$ cat src/rtl/fht_out_mix.sv
// -----------------------------------------------------------------------------
// fht_out_mix
//
// Write-back demultiplexer for the FHT butterfly datapath. Each accepted beat
// carries four butterfly results (sum, diff, cos-path, sin-path). Each result
// is halved and steered to one of four memory banks. The bank-swap rule is the
// same one the read side uses. The block also produces per-bank write enables,
// a shared write address and an end-of-stage pulse. One stage is
// 2^ADDR_BIT beats.
//
// Optional feature: define FHT_OUT_RND_EN to round half up, (x + 1) >>> 1,
// instead of truncating with x >>> 1. Latency is unchanged.
//
// Ports
//   iCLK            in   clock, rising edge
//   iRESET          in   asynchronous active-high reset
//   iSTART          in   pulse: begin a new stage and clear the address counter
//   iVALID          in   butterfly result beat valid (accepted only while busy)
//   iST_ZERO        in   first-stage (zero-angle) mode: only banks 0/1 written
//   iSECTOR         in   [SEC_BIT]    sector index of the current beat
//   iX_0..iX_3      in   [D_BIT+1]    signed butterfly results
//   oBANK_0..3      out  [D_BIT]      signed write data per bank (registered)
//   oWE             out  [4]          per-bank write enable, bit n -> bank n
//   oADDR           out  [ADDR_BIT]   write address shared by all banks
//   oBUSY           out  high while a stage is being written
//   oDONE           out  one-cycle pulse with the last write of a stage
// -----------------------------------------------------------------------------
module fht_out_mix #(
  parameter int D_BIT    = 17,
  parameter int SEC_BIT  = 9,
  parameter int ADDR_BIT = 8
) (
  input  logic                       iCLK,
  input  logic                       iRESET,
  input  logic                       iSTART,
  input  logic                       iVALID,
  input  logic                       iST_ZERO,
  input  logic [SEC_BIT-1:0]         iSECTOR,
  input  logic signed [D_BIT:0]      iX_0,
  input  logic signed [D_BIT:0]      iX_1,
  input  logic signed [D_BIT:0]      iX_2,
  input  logic signed [D_BIT:0]      iX_3,
  output logic signed [D_BIT-1:0]    oBANK_0,
  output logic signed [D_BIT-1:0]    oBANK_1,
  output logic signed [D_BIT-1:0]    oBANK_2,
  output logic signed [D_BIT-1:0]    oBANK_3,
  output logic [3:0]                 oWE,
  output logic [ADDR_BIT-1:0]        oADDR,
  output logic                       oBUSY,
  output logic                       oDONE
);

  typedef enum logic {
    IDLE  = 1'b0,
    WRITE = 1'b1
  } state_t;

  state_t                  state_q, state_d;
  logic [ADDR_BIT-1:0]     cnt_q;
  logic                    accept;
  logic                    last_beat;
  logic [3:0][D_BIT-1:0]   bank_d;
  logic [3:0]              we_d;
  logic [D_BIT-1:0]        y0, y1, y2, y3;

  // Halve one butterfly result. The sign extension to D_BIT+2 bits gives the
  // optional +1 headroom, so the most positive input cannot wrap before the
  // shift. The low D_BIT bits of the shifted value are the bank word.
  function automatic logic [D_BIT-1:0] scale(input logic signed [D_BIT:0] x);
    logic signed [D_BIT+1:0] ext;
    ext = {x[D_BIT], x};
`ifdef FHT_OUT_RND_EN
    ext = ext + {{(D_BIT+1){1'b0}}, 1'b1};
`else
`endif
    ext = ext >>> 1;
    return ext[D_BIT-1:0];
  endfunction

  // iSTART always wins: a beat on the same edge as a (re)start is dropped.
  assign accept    = (state_q == WRITE) && iVALID && !iSTART;
  assign last_beat = (cnt_q == {ADDR_BIT{1'b1}});

  assign y0 = scale(iX_0);
  assign y1 = scale(iX_1);
  assign y2 = scale(iX_2);
  assign y3 = scale(iX_3);

  // ---------------------------------------------------------------------------
  // FSM: state register
  // ---------------------------------------------------------------------------
  // NOTE: sequential state uses non-blocking assignments only. Every flop then
  // samples pre-edge values, whatever order the simulator runs the blocks in.
  always_ff @(posedge iCLK or posedge iRESET) begin
    if (iRESET) state_q <= IDLE;
    else        state_q <= state_d;
  end

  // FSM: next-state logic
  // NOTE: the default assignment before the case keeps this block free of
  // inferred latches on paths that do not change state.
  always_comb begin
    state_d = state_q;
    case (state_q)
      IDLE:    if (iSTART)                state_d = WRITE;
      WRITE:   if (accept && last_beat)   state_d = IDLE;
      default:                            state_d = IDLE;
    endcase
  end

  // FSM: output logic
  always_comb begin
    oBUSY = (state_q == WRITE);
  end

  // ---------------------------------------------------------------------------
  // Bank routing. Odd sectors swap the sum/diff pair between banks 0 and 1.
  // Sectors >= 2 also swap the cos/sin pair between banks 2 and 3. Sectors 0
  // and 1 carry no sin-path term, so bank 3 is not written. In zero-angle mode
  // only the sum/diff pair is written. Unwritten banks get data 0.
  // ---------------------------------------------------------------------------
  always_comb begin
    bank_d = '0;
    we_d   = 4'b0000;
    if (iST_ZERO) begin
      bank_d[0] = y0;
      bank_d[1] = y1;
      we_d      = 4'b0011;
    end else if (iSECTOR == '0) begin
      bank_d[0] = y0;
      bank_d[1] = y1;
      bank_d[2] = y2;
      we_d      = 4'b0111;
    end else if (iSECTOR == SEC_BIT'(1)) begin
      bank_d[1] = y0;
      bank_d[0] = y1;
      bank_d[2] = y2;
      we_d      = 4'b0111;
    end else if (!iSECTOR[0]) begin
      bank_d[0] = y0;
      bank_d[1] = y1;
      bank_d[2] = y2;
      bank_d[3] = y3;
      we_d      = 4'b1111;
    end else begin
      bank_d[1] = y0;
      bank_d[0] = y1;
      bank_d[3] = y2;
      bank_d[2] = y3;
      we_d      = 4'b1111;
    end
  end

  // ---------------------------------------------------------------------------
  // Address counter: cleared by every start. It wraps naturally after the
  // last beat of a stage.
  // ---------------------------------------------------------------------------
  always_ff @(posedge iCLK or posedge iRESET) begin
    if (iRESET)      cnt_q <= '0;
    else if (iSTART) cnt_q <= '0;
    else if (accept) cnt_q <= cnt_q + 1'b1;
  end

  // ---------------------------------------------------------------------------
  // Registered write port. Write enables and oDONE are single-cycle strobes.
  // Data and address hold between writes.
  // ---------------------------------------------------------------------------
  // NOTE: the data registers are reset as well. Outputs are defined as zero
  // after reset, and these are plain flops rather than a memory array.
  always_ff @(posedge iCLK or posedge iRESET) begin
    if (iRESET) begin
      oBANK_0 <= '0;
      oBANK_1 <= '0;
      oBANK_2 <= '0;
      oBANK_3 <= '0;
      oWE     <= 4'b0000;
      oADDR   <= '0;
      oDONE   <= 1'b0;
    end else begin
      oWE   <= 4'b0000;
      oDONE <= 1'b0;
      if (accept) begin
        oBANK_0 <= bank_d[0];
        oBANK_1 <= bank_d[1];
        oBANK_2 <= bank_d[2];
        oBANK_3 <= bank_d[3];
        oWE     <= we_d;
        oADDR   <= cnt_q;
        oDONE   <= last_beat;
      end
    end
  end

endmodule

$ cat config.mk
export PLATFORM = sky130hd
export DESIGN_NAME = fht_out_mix
export DESIGN_NICKNAME = d
export VERILOG_FILES = /design/src/rtl/fht_out_mix.sv
export SDC_FILE = /design/constraint.sdc
export NUM_CORES = 1
export LEC_CHECK = 0
export CORE_AREA = 3 3 108 110
export CTS_CLUSTER_SIZE = 12
export DETAILED_ROUTE_END_ITERATION = 7
export DIE_AREA = 0 0 111 113
export GPL_TIMING_DRIVEN = 0
export PLACE_DENSITY = 0.75
export RECOVER_POWER = 50
export SETUP_SLACK_MARGIN = 0.2
export SYNTH_ARGS = -nofsm -noshare
export SYNTH_HDL_FRONTEND = slang
export SYNTH_SLANG_ARGS = --single-unit
$ cat constraint.sdc
create_clock -name iCLK -period 3.09 [get_ports iCLK]
set_clock_uncertainty 0.05 [all_clocks]
set_input_delay 0.618 -clock iCLK [delete_from_list [all_inputs] [get_ports iCLK]]
set_output_delay 0.618 -clock iCLK [all_outputs]
set_load 0.005 [all_outputs]
* Yosys cells after proc, flatten, opt, wreduce, memory -nomap -nowiden
Index checks and enable logic that the tools add are counted.
Storage, ports and cells: bits in registers 90, bits in latches 0, RAM bits 0, ROM bits 0, logic and storage cells 36, memories 0
Operators by class: add/subtract/negate cells 1, multiply operators 0, divide/modulo/power cells 0, magnitude comparators 0, equality and inequality tests 2, shifts and indexed selects 0, multiplexer cells 17, bitwise gates (word level) 1, reduce and logical (&&, ||, !) cells 6
Operator list (number):
- 51-bit two-way mux | 2
- 34-bit two-way mux | 2
- 68-bit two-way mux | 1
- 17-bit two-way mux | 2
- 4-bit two-way mux | 4
- 8-bit two-way mux | 2
- 9-bit by 1-bit == test with 1-bit output (second input constant) | 1
- 9-bit zero test | 1
- 8-bit by 1-bit adder with 8-bit output (second input constant) | 1
- 8-bit == test (second input constant) | 1
- 1-bit logical AND | 3
- 1-bit two-way mux | 3
- 1-bit case mux with 2 select lines | 1
- 2-bit nonzero test | 1
- 1-bit zero test | 1
- 1-bit NOT | 1

* Depth between registers and ports, before layout
depth in word-level cells 5, depth in mapped cells 7, mapped depth without buffers 4

* Worst setup path after synthesis
OpenSTA, ideal clock, no wires.
kind input port to flip-flop, from in iSECTOR[5], to reg oBANK_2[0], arrival time 1.865 ns, required time 2.960 ns, path slack 1.095 ns, cell stages on the path 6, path buffers 3, cells stage by stage or4_1 > buf_2 > o21a_1 > buf_6 > buf_8 > o211ai_2
On the way: cells in the longest elaborated chain, start to end 4
Ends and longest elaborated chain:
- start: declaration | line 38 | input logic [SEC_BIT-1:0] iSECTOR,
- 9-bit by 1-bit == test with 1-bit output | line 134 | end else if (iSECTOR == SEC_BIT'(1)) begin
- 51-bit two-way mux | line 134
- 51-bit two-way mux * | line 129 | end else if (iSECTOR == '0) begin
- 34-bit two-way mux * | line 125 | if (iST_ZERO) begin
- end signal: assignment | line 185 | oBANK_2 <= bank_d[2];
- end: declaration | line 45 | output logic signed [D_BIT-1:0] oBANK_2,
Mark *: on every way between the ends. The rest lies on a longest branch, timed or not. A chain may end at the register's enable or synchronous reset.

* Final worst setup path
from in iSECTOR[0], to reg oBANK_2[10]
On the way: cells in the longest elaborated chain, start to end 4
Ends and longest elaborated chain (line):
- 9-bit by 1-bit == test with 1-bit output / 68-bit two-way mux (equally long branches) | 134, 139
- 51-bit two-way mux | 134
- 51-bit two-way mux * | 129
- 34-bit two-way mux * | 125
Marks and branches as above.

==> impl_results.md <==
- Overflow after GRT: 0
- Count of input and output buffers: 163
- Initial antenna violation count: 0
- Slowest cell delay on critical path: 480 ps
- Slew headroom: 38.1%
- Synth warnings: 0
- Total GRT Usage: 20.6%
- Pre-CTS setup slack: 318 ps
- WS Path Type: input port to register
- Clk pin slew, worst setup/hold paths: 80 ps
- Ys async rst share: 100%
- Internal power: 2.12 mW
- Sequential element share of the synthesized area: 53.6%
- Core area: 10,800 µm²
- Critical Path Most Common Cell: clkbuf_1
- Combinational Power Share: 23.2%
- Worst-Skew Late Latency: 340 ps
- Worst Path Buf+Inv: 4
- Initial Util: 38.5%
- Top post-synthesis cells by area: dfrtp_1 (54%), nand2_1 (13%), a31oi_1 (5.1%)
- FF-to-FF Start: oBUSY
- Switching Fraction: 26.7%
- Core Util, Final: 57.3%
- Hold/Removal Path Class: register to register
- Placed instance count: 756
- Mapped cell area: 4150 µm²
- Post-Layout Cell Count: 772
- Area of the multi-input gates: 1720 µm²
- Synth top area share: 53.6%
- Number of fill cells: 910
- Layout cells sized above 1: 7.28%
- Ports: 168
- Status: completed
- Worst Path Max Fanout: 10
- First-pass detailed-route iteration total: 5
- Final Wtd Congestion: 0.850
- DIE WIDTH: 111 µm
- H-Tree Depth: 3
- DR DRC count: 0
- Die Y: 113 µm
- CP Cell Sequence: clkdlybuf4s50_1 > buf_2 > nor2b_1 > clkbuf_1 > clkbuf_1 > o2111ai_1 > o211ai_1
- Syn_area_per_cell: 9.21 µm²
- Worst EP arrival: 2610 ps
- Clk pwr share: 29.9%
- Syn Nets: 538
- Worst Min Path Start: oADDR[4]
- Drt initial violations: 161
- Worst-margin pin slew: 924 ps
- Vias/cell: 5.26
- Max-cap violations: 0
- RSZ-0062 raised after global routing: no
- Max-slew violation count: 0
- Peak Freq: 415 MHz
- Final period util: 78.0%
- Crit path time final: 2410 ps
- Area growth from synthesis to layout: 48.9%
- PD cells: 469 nW/µm²
- CP Data Required Time: 3290 ps
- CTS Hold Buffers Added: 0
- CP startpoint: iSECTOR[0]
- Post-Synthesis Cells: 451
- CP Launch Type: input port
- Die Area: 12,500 µm²
- Final Worst Setup Slack: 680 ps
- Post-CTS setup buffer count: 0
- VDD IR-drop max: 0.210 mV
- CTS resizes: 0
- Cell variety after synth: 33
- Final setup fails: 0
- Clock sink count: 89
- Synth cell count leaders: nand2_1 (144), dfrtp_1 (89), nor2_1 (36), a31oi_1 (34), clkbuf_1 (21)
- Core Rows: 38
- Most frequent cell after synthesis: nand2_1
- Register bit total from synthesis: 89
- Register Area: 2230 µm²
- DRT Wirelength: 13,100 µm
- CTS Buf Count: 9
- Post-DP HPWL: 10,100 µm
- Family with the most delay on the worst path: buffers and inverters
- CTS root buf: clkbuf_8
- Net Switching: 774 µW
- Setup TNS: 0 ps
- Worst Setup End Kind: register
- Vias: 4,063
- Antenna Nets Post-Route: 0
- EDFF count, synth: 0
- CTS Buffer Depth: 2
- Fin. Hold Viols: 0
- P_leak: 2.68 nW
- Final net count: 714
- Area leader, netlist: dfrtp_1
- Seq pwr share: 46.9%
- Top_reg_cell synth: dfrtp_1
- Critical path's slowest cell: clkdlybuf4s50_1
- CTS tree: yes
- Largest net degree at the start of global routing: 36
- Vias in the first global route: 4,055
- WL/cell: 17.0 µm
- First-pass GRT wire length: 20,900 µm
- N_diodes: 0
layer usage:
layer	GRT usage, %	vias to the layer above	part of all wire, %
li1	-	1910	-
met2	34.2	149	50
met4	9.03	0	2.8
met5	0	-	0
met3	3.58	24	5.3
met1	26.7	1980	42
worst min-delay path: stages, from the launching register on:
cell and delay (ps):
dfrtp_1 340, nand2_1 50, nand2_1 60
power by group through the flow:
stage / combinational, mW / clock, mW / sequential, mW
after floorplan: 0.231 / 0 / 1.39
after global placement: 0.678 / 0 / 1.38
after detailed placement: 0.700 / 0 / 1.39
after CTS: 0.704 / 0.883 / 1.36
after global routing: 0.727 / 0.943 / 1.38
final: 0.672 / 0.866 / 1.36
final cells by class:
class                           count  area share (%)
Buffer                             38            3.06
Sequential cell                    89            36.0
Clock buffer                       11            2.12
Clock inverter                      5            1.30
Tap cell                          140            2.83
Timing Repair Buffer              165            26.5
Multi-Input combinational cell    320            27.9
Inverter                            4           0.263
cells by family after synthesis:
logic type | share of synthesized area (%)
and+or+nand+nor | 19.4
AOI/OAI and AO/OA | 17.2
DFF | 53.6
buffers and inverters | 4.91
muxes | 4.10
xor gates and xnor gates | 0.422
adders and majority gates | 0.301
placed cells by master (no fill, tap or decap), types with 5 or more instances in the layout:
cell	netlist	layout
clkbuf_8	0	9
o21ai_0	19	19
o211ai_1	7	7
nand2_1	144	144
nor2_1	36	36
dlygate4sd3_1	0	37
a31oi_1	34	34
buf_2	13	13
mux2i_1	17	17
dfrtp_1	89	89
clkbuf_1	21	23
o2111ai_1	17	17
o211ai_2	10	10
nand3_1	5	5
a21oi_1	6	6
clkdlybuf4s50_1	0	126
metrics by stage:
stage / hold slack [ps] / cell area [µm²] / power [mW]
after detailed placement: 416 / 6000 / 2.09
after floorplan: 420 / 4160 / 1.62
after CTS: 438 / 6220 / 2.95
final: 429 / 6180 / 2.90
after global routing: 449 / 6180 / 3.05
after global placement: 414 / 5960 / 2.06
registers in the layout (all words and copies together), names as in the netlist:
name,flops
oBANK_0,17
oBANK_1,17
oBANK_2,17
oBANK_3,17
cnt_q,8
oADDR,8
oWE,3
oBUSY,1
oDONE,1
path summary, 6_finish.rpt:
check,depth (start not counted),slack [ps],endpoint
max,7,680,oBANK_2[10]
min,2,430,oADDR[4]
max reg2reg,6,1000,oBANK_2[10]
min reg2reg,2,430,oADDR[4]
max in group asynchronous,3,830,oBANK_2[15]
min in group asynchronous,2,820,oWE[3]
Note: power is estimated with default switching activity, not from simulation.
